--- src/rtl/disp_scan_4digit_pkg.sv ---
// disp_scan_4digit_pkg: shared anode/segment constants and active-low hex digit table
package disp_scan_4digit_pkg;
    localparam logic [7:0] SEG_OFF = 8'hFF;
    localparam logic [3:0] AN_OFF = 4'hF;
    localparam logic [6:0] SEG_BLANK = 7'h7F;
    localparam logic [16*7-1:0] HEX7_TAB = {
        7'h0E, 7'h06, 7'h21, 7'h46, 7'h03, 7'h08, 7'h10, 7'h00,
        7'h78, 7'h02, 7'h12, 7'h19, 7'h30, 7'h24, 7'h79, 7'h40
    };
endpackage

--- src/rtl/disp_scan_4digit_hex_to_seg7.sv ---
// hex_to_seg7: combinational 4-bit to active-low 7-segment {g..a} decoder
module hex_to_seg7
    import disp_scan_4digit_pkg::*;
(
    input  logic [3:0] nib,
    output logic [6:0] seg
);
    assign seg = HEX7_TAB[7*nib +: 7];
endmodule

--- src/rtl/disp_scan_4digit.sv ---
// disp_scan_4digit: frame-latched 4-digit multiplexed 7-segment driver with guard gap and zero blanking
module disp_scan_4digit
    import disp_scan_4digit_pkg::*;
#(
    parameter int SCAN_DIV = 50000,
    parameter int GUARD = 2
) (
    input  logic        clk,
    input  logic        rst,
    input  logic        en,
    input  logic [15:0] value,
    input  logic [3:0]  dp_in,
    input  logic        blank_lz,
    output logic [3:0]  an,
    output logic [7:0]  seg,
    output logic        frame_tick
);
    localparam int PW = $clog2(SCAN_DIV);
    logic [PW-1:0] pre_q, pre_d;
    logic [1:0] idx_q, idx_d;
    logic [15:0] val_q, val_d;
    logic [3:0] dp_q, dp_d, an_q, an_d;
    logic [7:0] seg_q, seg_d;
    logic tick_q, tick_d, wrap, frame_end, dark, blank;
    logic [6:0] hex;
    hex_to_seg7 u_dec (.nib(val_q[4*idx_q +: 4]), .seg(hex));
    always_comb begin
        wrap = en && pre_q == PW'(SCAN_DIV - 1);
        frame_end = wrap && idx_q == 2'd3;
        pre_d = !en ? pre_q : wrap ? '0 : pre_q + 1'b1;
        idx_d = wrap ? idx_q + 2'd1 : idx_q;
        val_d = frame_end ? value : val_q;
        dp_d = frame_end ? dp_in : dp_q;
        tick_d = frame_end;
        dark = !en || 32'(pre_q) < GUARD;
        blank = blank_lz && idx_q != 2'd0 && (val_q >> (4*idx_q)) == 16'd0;
        an_d = dark ? AN_OFF : ~(4'b1 << idx_q);
        seg_d = dark ? SEG_OFF : {~dp_q[idx_q], blank ? SEG_BLANK : hex};
    end
    always_ff @(posedge clk) begin
        if (rst) begin
            pre_q <= '0;
            idx_q <= '0;
            val_q <= '0;
            dp_q <= '0;
            an_q <= AN_OFF;
            seg_q <= SEG_OFF;
            tick_q <= 1'b0;
        end else begin
            pre_q <= pre_d;
            idx_q <= idx_d;
            val_q <= val_d;
            dp_q <= dp_d;
            an_q <= an_d;
            seg_q <= seg_d;
            tick_q <= tick_d;
        end
    end
    assign an = an_q;
    assign seg = seg_q;
    assign frame_tick = tick_q;
endmodule
--- config.mk ---
export PLATFORM = sky130hd
export DESIGN_NAME = disp_scan_4digit
export DESIGN_NICKNAME = d
export VERILOG_FILES = /design/src/rtl/disp_scan_4digit_pkg.sv /design/src/rtl/disp_scan_4digit_hex_to_seg7.sv /design/src/rtl/disp_scan_4digit.sv
export SDC_FILE = /design/constraint.sdc
export NUM_CORES = 1
export LEC_CHECK = 0
export BUFFER_PORTS_ARGS = -buffer_cell sky130_fd_sc_hd__buf_4
export CAP_MARGIN = 10
export CORE_ASPECT_RATIO = 1.5
export CORE_MARGIN = 4
export CORE_UTILIZATION = 30
export CTS_BUF_LIST = sky130_fd_sc_hd__clkbuf_8 sky130_fd_sc_hd__clkbuf_16
export CTS_CLUSTER_DIAMETER = 120
export DETAILED_ROUTE_END_ITERATION = 7
export PLACE_DENSITY = 0.55
export SLEW_MARGIN = 15
export SYNTH_ARGS = -nofsm -noshare
export SYNTH_HDL_FRONTEND = slang
export SYNTH_SLANG_ARGS = --single-unit
--- constraint.sdc ---
create_clock -name clk -period 3.49 [get_ports clk]
set_input_delay 0.1745 -clock clk [delete_from_list [all_inputs] [get_ports clk]]
set_output_delay 0.1745 -clock clk [all_outputs]
set_load 0.01 [all_outputs]
After elaboration in Yosys (flattened, before gate mapping)

Index checks and enable logic that the tools add are counted.

Add/subtract/negate cells: 2
$mul: 1
Order comparisons: 2
Equality and inequality tests: 2
Shift operators: 4
Mux-type cells: 3
Bitwise gates (word level): 2
Reductions and logical operators: 10

Operator list:

| kind                                                        | count |
|---|---|
| variable part select 112 x 8 -> 7 bit, first input constant | 1 |
| adder 16 x 1 -> 16 bit, second input constant               | 1 |
| equality test 16 bit, second input constant                 | 1 |
| logical NOT 16 bit                                          | 1 |
| < comparator 16 x 2 -> 1 bit, second input constant         | 1 |
| 2-to-1 mux 16 bit                                           | 1 |
| variable part select 16 x 5 -> 4 bit                        | 1 |
| >> shifter 16 x 4 -> 16 bit                                 | 1 |
| multiplier 3 x 4 -> 7 bit, first input constant             | 1 |
| logical AND 1 bit                                           | 4 |
| inverter 4 bit                                              | 1 |
| << shifter 1 x 2 -> 4 bit, first input constant             | 1 |
| < comparator 2 x 3 -> 1 bit, second input constant          | 1 |
| OR reduction 3 bit                                          | 1 |
| adder 2 x 1 -> 2 bit, second input constant                 | 1 |
| binary-select mux 1 bit (select 2 bit)                      | 1 |
| equality test 2 bit, second input constant                  | 1 |
| nonzero test 2 bit                                          | 1 |
| OR reduction 2 bit                                          | 1 |
| logical NOT 1 bit                                           | 1 |
| logical OR 1 bit                                            | 1 |
| 2-to-1 mux 1 bit                                            | 1 |
| inverter 1 bit                                              | 1 |

Flip-flop bits (word level): 51
Output and inout port bits: 13
Logic and storage cells: 34

Logic depth before layout (Yosys ltp)

Gate-level depths: netlist of the first run.

Depth after elaboration: 4
Gate-level depth with buffers: 8
Depth with buffers taken out: 7

Hierarchy

A second synthesis of the first run with hierarchy kept.

Cells, all modules: 287
Area total of the unflattened synthesis: 2536.2 um^2

Modules (own cells, without submodules):

| module           | times used | cells an instance | area an instance (um^2) | sequential area each (um^2) |
|---|---|---|---|---|
| disp_scan_4digit | 1          | 251               | 2283.4                  | 1021.0 |
| hex_to_seg7      | 1          | 36                | 252.7                   | 0.0 |

Least setup slack after synthesis of the first run

No wires, ideal clock.

Path kind: register to register
Start point: reg idx_q[0]
End point: reg seg_q[4], in the netlist seg[4]
Library setup time: 0.082 ns
Arrival time: 1.978 ns
Setup slack: 1.430 ns
Stages on the path, launching flop included: 8
Clock period less this slack: 2.060 ns
Cells stage by stage: dfxtp_1 buf_2 mux4_2 inv_1 ha_1 nand3_1 a2111o_1 o2111ai_1

Word-level cells in the longest chain between the ends: 4

Ends and longest elaborated chain:

| what                                                              | line                   | source |
|---|---|---|
| start: declaration                                                | disp_scan_4digit.sv:20 | `logic [1:0] idx_q, idx_d;` |
| start signal: assignment                                          | disp_scan_4digit.sv:51 | `idx_q <= idx_d;` |
| branches (longest 4 deep; another with multiplier 3 x 4 -> 7 bit) | -                      |  |
| end signal: assignment                                            | disp_scan_4digit.sv:55 | `seg_q <= seg_d;` |
| end: declaration                                                  | disp_scan_4digit.sv:23 | `logic [7:0] seg_q, seg_d;` |

Parallel ways; which one is timed is not known.
A chain may end at the register's enable or synchronous reset.

Worst setup path after layout of the first run

Start point: reg pre_q[10]
End point: reg dp_q[0]

Word-level cells in the longest chain between the ends: 3

Ends and longest elaborated chain:

| what                     | line                   | source |
|---|---|---|
| start: declaration       | disp_scan_4digit.sv:19 | `logic [PW-1:0] pre_q, pre_d;` |
| start signal: assignment | disp_scan_4digit.sv:50 | `pre_q <= pre_d;` |
| equality test 16 bit     | disp_scan_4digit.sv:28 | `wrap = en && pre_q == PW'(SCAN_DIV - 1);` |
| logical AND 1 bit        | disp_scan_4digit.sv:28 |  |
| logical AND 1 bit        | disp_scan_4digit.sv:29 | `frame_end = wrap && idx_q == 2'd3;` |
| end signal: assignment   | disp_scan_4digit.sv:53 | `dp_q <= dp_d;` |
| end: declaration         | disp_scan_4digit.sv:22 | `logic [3:0] dp_q, dp_d, an_q, an_d;` |

Every way passes these cells.

==> impl_metrics.tcl, run 1 <==
set metrics [dict create \
    crit_arrival_ns 2.60 \
    ctsResizeCount 0 \
    critPathCaptureType "flop" \
    wl_per_cell_um 15.7 \
    syn-mean-instance-area_um2 9.53 \
    min_path_type "in -> reg" \
    crit_chain "or4_4 -> or4_1 -> o31ai_1 -> a21oi_1" \
    grt_usage 0.127 \
    tightest_slew_ns 1.11 \
    synth_edf_count 0 \
    n_antenna_cell 0 \
    initial_utilization 0.312 \
    path_max_fanout 24 \
    portBuffers 36 \
    path_delay_family "simple AND/OR/NAND/NOR gates" \
    fin_skew_ns 0.00658 \
    postLayoutCoreUtil 0.365 \
    p_leak_nw 1.06 \
    die_w_um 84.9 \
    die_area_um2 10500 \
    setup_ws_ns 1.06 \
    fillers 911 \
    status "complete, no violations" \
    start_kind "flop" \
    ys_seq_elements 51 \
    drive_gt1_frac 0.251 \
    cts_num_sinks 51 \
    holdBufCountCts 0 \
    grtUsageMet2 0.249 \
    whs_ns 0.147 \
    area_growth_pct 16.8 \
    syn_nets 313 \
    gp_congestion 0.768 \
    crit_path_top_delay_cell "or4_1" \
    hpwl_um 4700 \
    ant_nets 0 \
    clock_latency_ns 0.29 \
    globalRouteMet3Util 0.0207 \
    ir_drop_mv 0.181 \
    yosysUniqueCellTypes 43 \
    antenna_found_initial 0 \
    viasPerCell 5.30 \
    overflow 0 \
    final_cell_mix "dfxtp_1 (51), buf_4 (41), a21oi_1 (33)" \
    slew_headroom 0.262 \
    cp.required_ns 3.66 \
    critPathBufInv 0 \
    fin_crit_sh 0.696 \
    io_pins 37 \
    setup_viol 0 \
    cts_buffers 5 \
    cts_tree "done" \
    postCtsSetupRepairBufs 0 \
    rows 41 \
    synth_area_um2 2660 \
    max_freq_mhz 412 \
    wirelength_um 6420 \
    criticalPathCategory "reg -> reg" \
    drtIter0Drc 133 \
    ys_seq_area_frac 0.384 \
    die_h_um 123 \
    grt_pass1_vias 2223 \
    ctsRootBufferMaster "clkbuf_16" \
    yosys_warnings 0 \
    place_ws_ns 1.07 \
    dr_total_vias 2173 \
    rsz0062_at_grt "no" \
    synth_ff_type "dfxtp_1" \
    tns_ns 0 \
    drc 0 \
    cts_buffer_depth 2 \
    grt-busiest-layer "met2" \
    post-route-min-period_ns 2.43 \
    use_met1 0.140 \
    core-area_um2 8520 \
    cellPowerDensity_nw_per_um2 361 \
    postSynthCellCount 279 \
    nets 336 \
    htreeDepth 2 \
    final_common_cell "dfxtp_1" \
    max-cap-violations 0 \
    report.final.slew_viol_count 0 \
    grt_max_degree 29 \
    crit_path_max_incr_delay_ns 0.91 \
    drt_pass1_iterations 4 \
    async_flop_share 0 \
    hold_viol 0 \
    clkSlewWorstSetupHoldPaths_ns 0.07 \
    grt_pass1_wl_um 10800 \
]
-- routing by layer --
| layer | up-vias | routed length [um] |
|---|---|---|
| met4 | 0 | 68 |
| li1 | 1084 | - |
| met1 | 1040 | 2610 |
| met2 | 42 | 3530 |
| met5 | - | 0 |
| met3 | 7 | 206 |
-- area by class of cell --
class	count	area [um2]	share of cell area
clock inverters	3	25.0	0.00806
inverters	10	37.5	0.0121
repair buffers	41	308	0.0992
well taps	107	134	0.0431
flip-flops and latches	51	1020	0.329
multi-input cells	193	1450	0.468
clock buffers	5	125	0.0403
-- power by group --
| group | switching, W | total, W | internal (W) | leakage [nW] |
|---|---|---|---|---|
| Clock | 0.000224 | 0.000492 | 0.000268 | 0.0700 |
| Combinational | 0.0000179 | 0.0000408 | 0.0000230 | 0.580 |
| Sequential | 0.00000228 | 0.000587 | 0.000585 | 0.412 |
-- final timing paths --
| path | startpoint | endpoint | slack (ns) | depth (start not counted) |
|---|---|---|---|---|
| max | pre_q[10]$_SDFFE_PP0P_ | dp_q[0]$_SDFFE_PP0P_ | 1.06 | 4 |
| min | value[14] | val_q[14]$_SDFFE_PP0P_ | 0.15 | 3 |
| max reg2reg | pre_q[10]$_SDFFE_PP0P_ | dp_q[0]$_SDFFE_PP0P_ | 1.06 | 4 |
| min reg2reg | dp_q[0]$_SDFFE_PP0P_ | dp_q[0]$_SDFFE_PP0P_ | 0.48 | 2 |
-- worst register-to-register path: stages (launching register included) --
cell and delay [ns]:
dfxtp_1 0.33, or4_4 0.55, or4_1 0.91, o31ai_1 0.42
a21oi_1 0.10
-- metrics by stage --
step / area (um2) / total power, W / cells
2_1_floorplan: 2660 / 0.000614 / 279
3_3_place_gp: 2950 / 0.000642 / 402
3_5_place_dp: 2950 / 0.000642 / 402
4_1_cts: 3100 / 0.00114 / 410
5_1_grt: 3100 / 0.00117 / 410
6_report: 3100 / 0.00112 / 410
-- cell usage after synthesis, types with 2 or more instances --
master	number	area (um2)
a21oi_1	33	165
and2_1	2	12.5
and3_1	2	12.5
and4_1	3	26.3
buf_2	4	20.0
buf_6	2	22.5
clkbuf_1	15	56.3
dfxtp_1	51	1020
ha_1	10	125
inv_1	10	37.5
mux2_2	2	22.5
mux2i_1	4	40.0
mux4_2	6	135
nand2_1	16	60.1
nand3_1	9	45.0
nand4_1	28	175
nor2_1	12	45.0
nor2b_1	4	25.0
nor4_1	5	31.3
o21ai_0	7	35.0
o31ai_1	5	37.5
o31ai_2	17	213
or3_1	2	12.5
or4_1	3	22.5
xor2_1	9	78.8
-- kinds of logic after synthesis --
kind of cell	count (synthesis)	share of synthesized area
compound gates	69	0.193
flops	51	0.384
buf+inv	35	0.0687
mux	12	0.0744
simple gates	92	0.200
xor+xnor	10	0.0330
fa+ha+maj	10	0.0471
-- registers in the layout, indices dropped and copies added (netlist names) --
| name | flops |
|---|---|
| dp_q | 4 |
| frame_tick | 1 |
| an | 4 |
| val_q | 16 |
| seg | 8 |
| idx_q | 2 |
| pre_q | 16 |
Power figures use the tool's default switching activity.
==> run 2, diff against run 1 <==
--- a/config.mk
+++ b/config.mk
@@ -5,6 +5,7 @@
 export SDC_FILE = /design/constraint.sdc
 export NUM_CORES = 1
 export LEC_CHECK = 0
+export ABC_AREA = 1
 export BUFFER_PORTS_ARGS = -buffer_cell sky130_fd_sc_hd__buf_4
 export CAP_MARGIN = 10
 export CORE_ASPECT_RATIO = 1.5
@@ -13,7 +14,7 @@
 export CTS_BUF_LIST = sky130_fd_sc_hd__clkbuf_8 sky130_fd_sc_hd__clkbuf_16
 export CTS_CLUSTER_DIAMETER = 120
 export DETAILED_ROUTE_END_ITERATION = 7
-export PLACE_DENSITY = 0.55
+export PLACE_DENSITY = 0.57
 export SLEW_MARGIN = 15
 export SYNTH_ARGS = -nofsm -noshare
 export SYNTH_HDL_FRONTEND = slang
==> constraint.sdc (replaced) <==
create_clock -name clk -period 2 [get_ports clk]
set_input_delay 0.1 -clock clk [delete_from_list [all_inputs] [get_ports clk]]
set_output_delay 0.1 -clock clk [all_outputs]
set_load 0.01 [all_outputs]
==> run 2 against run 1 <==
  * Wire length shrank 0.25%
  * Critical path depth grew 8
  * Synthesized area grew 1.3%
  * Largest cell class unchanged
  * Clock skew shrank 0.0017 ns
  * Largest power group unchanged
==> impl_metrics.tcl, run 2 <==
set metrics [dict create \
    viasPerCell 4.42 \
    hpwl_um 5110 \
    die_w_um 85.4 \
    grtUsageMet2 0.250 \
    area_growth_pct 20.1 \
    critPathMostFrequentCell "nand2_1" \
    final_common_cell "nand2_1" \
    post-route-min-period_ns 1.73 \
    postSynthCellCount 423 \
    critPathCaptureType "flop" \
    min_path_type "in -> reg" \
    ant_nets 0 \
    stdcell_count 575 \
    hold_end "val_q[7]$_SDFFE_PP0P_" \
    async_flop_share 0 \
    r2r.worst_path.cells 12 \
    hold_viol 0 \
    p_int_w 0.00152 \
    grt_pass1_vias 2498 \
    synth_area_leaders "dfxtp_1 (38%), nand2_1 (19%), nor2_1 (13%)" \
    fin_crit_sh 0.865 \
    worstHoldPathCells 3 \
    switching_power_w 0.000399 \
    postLayoutCoreUtil 0.368 \
    htreeDepth 2 \
    cp_num_cells 12 \
    rows 42 \
    dr_total_vias 2540 \
    portBuffers 36 \
    ys_top_cells_by_count "nand2_1 (139), nor2_1 (91), dfxtp_1 (51), inv_1 (49), nand3_1 (27)" \
    synth_most_common_cell "nand2_1" \
    tightest_slew_ns 0.305 \
    cp.required_ns 2.18 \
    cts_buffers 5 \
    criticalPathCategory "reg -> reg" \
    globalRouteMet3Util 0.0218 \
    hold_path.startpoint "value[7]" \
    max_freq_mhz 578 \
    synth_ff_type "dfxtp_1" \
    final_cell_mix "nand2_1 (138), nor2_1 (91), dfxtp_1 (51)" \
    clkSlewWorstSetupHoldPaths_ns 0.07 \
    fin_skew_ns 0.00486 \
    n_antenna_cell 0 \
    p_seq_frac 0.534 \
    crit_path_top_delay_cell "dfxtp_1" \
    clock_latency_ns 0.28 \
    grt_usage 0.128 \
    io_pins 37 \
    nets 498 \
    crit_chain "buf_4 -> nand2_1 -> nand3_1 -> nand2_1 -> ha_1 -> inv_1 -> nor2_1 -> nand4_1 -> nor2_1 -> a21oi_1 -> buf_4 -> nand2_1" \
    ys_seq_area_frac 0.379 \
    dpl_cell_area_um2 3090 \
    grt-busiest-layer "met2" \
    place_ws_ns 0.224 \
    initial_utilization 0.307 \
    status "complete, no violations" \
    die_area_um2 10600 \
    overflow 0 \
    path_max_fanout 14 \
    r2r-end "seg[5]$_SDFF_PP1_" \
    grt_max_degree 23 \
    gp_congestion 0.843 \
    path_delay_family "simple AND/OR/NAND/NOR gates" \
    die_h_um 124 \
    reg2reg_slack_ns 0.27 \
    ys_seq_elements 51 \
    drt_pass1_iterations 4 \
    yosys_warnings 0 \
    max-cap-violations 0 \
    synth_area_um2 2690 \
    synth_edf_count 0 \
    cellPowerDensity_nw_per_um2 595 \
    ir_drop_mv 0.364 \
    syn-mean-instance-area_um2 6.37 \
    drc 0 \
    grt_pass1_wl_um 10900 \
    clockPowerShare 0.422 \
    core-area_um2 8780 \
    drive_gt1_frac 0.142 \
    p_comb_frac 0.043 \
    rsz0062_at_grt "no" \
    antenna_found_initial 0 \
    wl_per_cell_um 11.1 \
    cts_num_sinks 51 \
    cts_buffer_depth 2 \
    report.final.slew_viol_count 0 \
    startpoint "idx_q[0]$_SDFFE_PP0N_" \
    yosysUniqueCellTypes 27 \
    drtIter0Drc 89 \
    cts_tree "done" \
    setup_ws_ns 0.271 \
    fillers 953 \
    syn_nets 457 \
    p_leak_nw 1.61 \
    r2r-start "idx_q[0]$_SDFFE_PP0N_" \
    yosys.area.top_type "dfxtp_1" \
    critPathBufInv 3 \
    start_kind "flop" \
    holdBufCountCts 0 \
    crit_arrival_ns 1.91 \
    tns_ns 0 \
    slew_headroom 0.797 \
    synth_top_cell_area_share 0.379 \
    wirelength_um 6410 \
    use_met1 0.128 \
    place_inst 567 \
    switching_share 0.208 \
    setup_viol 0 \
    stdcell_area_um2 3230 \
    ctsRootBufferMaster "clkbuf_16" \
    crit_path_max_incr_delay_ns 0.34 \
]
[run 2: changes by cell type after synthesis, sizes merged, moves of 22 or more]
cell   previous run  this run
nand2            16       143
nor2             12        95
inv              10        50
a21oi            33         9
nand4            28         5
o31ai            22         0
[run 2: area by class of cell]
type,count,area [um2],share of cell area
Inverter,51,191,0.0592
Sequential cell,51,1020,0.316
Multi-Input combinational cell,312,1420,0.439
Clock inverter,3,15.0,0.00464
Timing Repair Buffer,43,323,0.0998
Clock buffer,5,125,0.0387
Tap cell,110,138,0.0426
[run 2: timing repair]
item / CTS / global route
resized for setup: 0 / 2
setup endpoints to repair: 0 / 5
setup buffers: 0 / 0
hold endpoints to repair: 0 / 0
[run 2: worst max path at each step]
stage                              to
CTS                 seg[5]$_SDFF_PP1_
global route        seg[0]$_SDFF_PP1_
floorplan           seg[0]$_SDFF_PP1_
detailed placement  seg[5]$_SDFF_PP1_
global placement    seg[0]$_SDFF_PP1_
finish              seg[5]$_SDFF_PP1_
[run 2: worst min-delay path, stage by stage]
cell and delay, ns:
buf_4 0.08, nor2_1 0.03, nor2_1 0.08
[run 2: cell families (layout without fill, tap and decap cells)]
logic type,Yosys count,in the layout,share of synthesized area
xor gates and xnor gates,2,2,0.00651
DFF,51,51,0.379
buffers and inverters,60,102,0.0943
and+or+nand+nor,282,282,0.439
AOI/OAI and AO/OA,18,18,0.0344
adders and majority gates,10,10,0.0465
[run 2: per-layer routing]
layer	part of all wire	vias up
li1	-	1366
met1	0.39	1113
met2	0.54	45
met3	0.035	16
met4	0.034	0
met5	0	-
[run 2: power by group through the flow]
stage	sequential (W)	combinational, W	clock [W]
final	0.00103	0.0000830	0.000812
after global routing	0.00103	0.0000910	0.000888
after CTS	0.00103	0.0000844	0.000849
after detailed placement	0.00105	0.0000841	0
after global placement	0.00105	0.0000834	0
after floorplan	0.00105	0.0000292	0
[run 2: metrics by stage]
step / hold WS (ns) / total power [W]
floorplan: 0.172 / 0.00108
global placement: 0.326 / 0.00113
detailed placement: 0.332 / 0.00113
CTS: 0.0330 / 0.00196
global route: 0.0338 / 0.00201
finish: 0.0372 / 0.00192
==> run 3, diff against run 2 <==
--- a/config.mk
+++ b/config.mk
@@ -10,11 +10,12 @@
 export CAP_MARGIN = 10
 export CORE_ASPECT_RATIO = 1.5
 export CORE_MARGIN = 4
-export CORE_UTILIZATION = 30
+export CORE_UTILIZATION = 35
 export CTS_BUF_LIST = sky130_fd_sc_hd__clkbuf_8 sky130_fd_sc_hd__clkbuf_16
 export CTS_CLUSTER_DIAMETER = 120
 export DETAILED_ROUTE_END_ITERATION = 7
-export PLACE_DENSITY = 0.57
+export PLACE_DENSITY = 0.63
+export REMOVE_ABC_BUFFERS = 1
 export SLEW_MARGIN = 15
 export SYNTH_ARGS = -nofsm -noshare
 export SYNTH_HDL_FRONTEND = slang
==> run 3 against run 2 <==
  * Count of clock-buffer cells in the layout increased by 1
  * Clock skew increased by 0.0038 ns
  * Global-route usage increased by 0.90 points
  * Critical path depth decreased by 1
  * Setup slack improved by 0.022 ns
  * Clock power decreased by 25%
  * Register-to-register slack improved by 0.02 ns
==> impl_metrics.tcl, run 3 (synthesis gave the netlist of run 2 again) <==
set metrics [dict create \
    setup_viol 0 \
    grt_pass1_vias 2437 \
    cp.required_ns 2.19 \
    antenna_found_initial 0 \
    critPathCaptureType "flop" \
    drt_pass1_iterations 6 \
    fin_crit_sh 0.854 \
    n_antenna_cell 0 \
    criticalPathCategory "reg -> reg" \
    ant_nets 0 \
    clkSlewWorstSetupHoldPaths_ns 0.09 \
    dpl_cell_area_um2 3090 \
    fin_skew_ns 0.00861 \
    min_path_type "in -> reg" \
    die_area_um2 9190 \
    final_common_cell "nand2_1" \
    drtIter0Drc 90 \
    htreeDepth 2 \
    overflow 0 \
    p_leak_nw 1.60 \
    io_pins 37 \
    path_delay_family "simple AND/OR/NAND/NOR gates" \
    status "complete, no violations" \
    cts_buffers 5 \
    postCtsSetupRepairBufs 0 \
    globalRouteMet3Util 0.0280 \
    tns_ns 0 \
    crit_chain "buf_4 -> nand2_1 -> nand3_1 -> nand2_1 -> ha_1 -> inv_1 -> nor2_1 -> nand4_1 -> nor2_1 -> a21oi_2 -> nand2_1" \
    ctsRootBufferMaster "clkbuf_8" \
    stdcell_area_um2 3180 \
    crit_arrival_ns 1.90 \
    grtUsageMet2 0.250 \
    start_kind "flop" \
    p_seq_frac 0.598 \
    cts_num_sinks 51 \
    grt_pass1_wl_um 10100 \
    grt_usage 0.137 \
    crit_path_top_delay_cell "dfxtp_1" \
    hold_viol 0 \
    max_freq_mhz 586 \
    dr_total_vias 2556 \
    wl_per_cell_um 10.6 \
    max-cap-violations 0 \
    grt-busiest-layer "met2" \
    switching_share 0.221 \
    die_h_um 115 \
    grt_max_degree 27 \
    rows 38 \
    viasPerCell 4.52 \
    post-route-min-period_ns 1.71 \
    rsz0062_at_grt "no" \
    hpwl_um 4720 \
    area_growth_pct 18.3 \
    core-area_um2 7370 \
    gp_congestion 0.916 \
    drc 0 \
    p_int_w 0.00134 \
    p_comb_frac 0.048 \
    wirelength_um 5980 \
    critPathBufInv 2 \
    tightest_slew_ns 0.307 \
    clockPowerShare 0.354 \
    nets 500 \
    cellPowerDensity_nw_per_um2 539 \
    slew_headroom 0.796 \
    use_met1 0.152 \
    crit_path_max_incr_delay_ns 0.35 \
    cts_tree "done" \
    initial_utilization 0.365 \
    portBuffers 36 \
    report.final.slew_viol_count 0 \
    ir_drop_mv 0.297 \
    critPathMostFrequentCell "nand2_1" \
    final_cell_mix "nand2_1 (139), nor2_1 (91), dfxtp_1 (51)" \
    drive_gt1_frac 0.142 \
    cts_buffer_depth 2 \
    fillers 762 \
    path_max_fanout 7 \
    switching_power_w 0.000379 \
    clock_latency_ns 0.30 \
    die_w_um 79.6 \
]
==> run 3: changes by cell type in the layout (fill, tap and decap cells not counted), moves of 2 or more <==
cell | previous run | this run
buf_4 | 43 | 45
clkinv_2 | 3 | 1
clkbuf_8 | 0 | 6
clkbuf_16 | 5 | 0
==> run 3: tightest hold or removal path: cells and delay by family <==
family                 cells  cell delay, ns
buffers and inverters      1            0.08
and+or+nand+nor            2            0.11
==> run 3: power by group through the flow <==
stage | Combinational (W) | Sequential (W) | Clock (W)
after floorplan | 0.0000245 | 0.00105 | 0
after global placement | 0.0000829 | 0.00105 | 0
after detailed placement | 0.0000829 | 0.00105 | 0
after CTS | 0.0000831 | 0.00103 | 0.000628
after global routing | 0.0000913 | 0.00103 | 0.000663
final | 0.0000827 | 0.00103 | 0.000608
==> run 3: what timing repair did <==
item / in CTS / in global routing
hold buffers: 0 / 0
resized for setup: 0 / 1
setup endpoints to repair: 0 / 7
==> run 3: cell type report <==
class,instances,area (um2),area share
inverter,51,191,0.0601
clock buffer,6,82.6,0.0259
multi-input combinational,312,1420,0.446
timing repair buffer,45,338,0.106
sequential,51,1020,0.321
clock inverter,1,5.00,0.00157
tap,100,125,0.0393
==> run 3: through the flow <==
step           hold WS, ns  setup slack (ns)  instances  power (W)  utilization
2_1_floorplan        0.172            0.0726        414    0.00108            -
3_3_place_gp         0.323             0.238        559    0.00113        0.420
3_5_place_dp         0.329             0.131        559    0.00113        0.420
4_1_cts            0.00997             0.110        566    0.00174        0.432
5_1_grt             0.0156            0.0836        566    0.00178        0.432
6_report            0.0126             0.293        566    0.00172        0.432
==> run 3: final timing paths <==
path              cells after the start                  start                      to  slack (ns)
hold / removal                        3              value[14]  val_q[14]$_SDFFE_PP0P_        0.01
setup / recovery                     11  idx_q[0]$_SDFFE_PP0N_       seg[3]$_SDFF_PP1_        0.29
setup reg to reg                     11  idx_q[0]$_SDFFE_PP0N_       seg[3]$_SDFF_PP1_        0.29
hold reg to reg                       4   dp_q[2]$_SDFFE_PP0P_    dp_q[2]$_SDFFE_PP0P_        0.52
==> run 3: layer usage <==
metal  vias up  wire length (um)
met5         -                 0
met4         0               138
met3        11               247
met2        56              3060
met1      1114              2540
li1       1375                 -
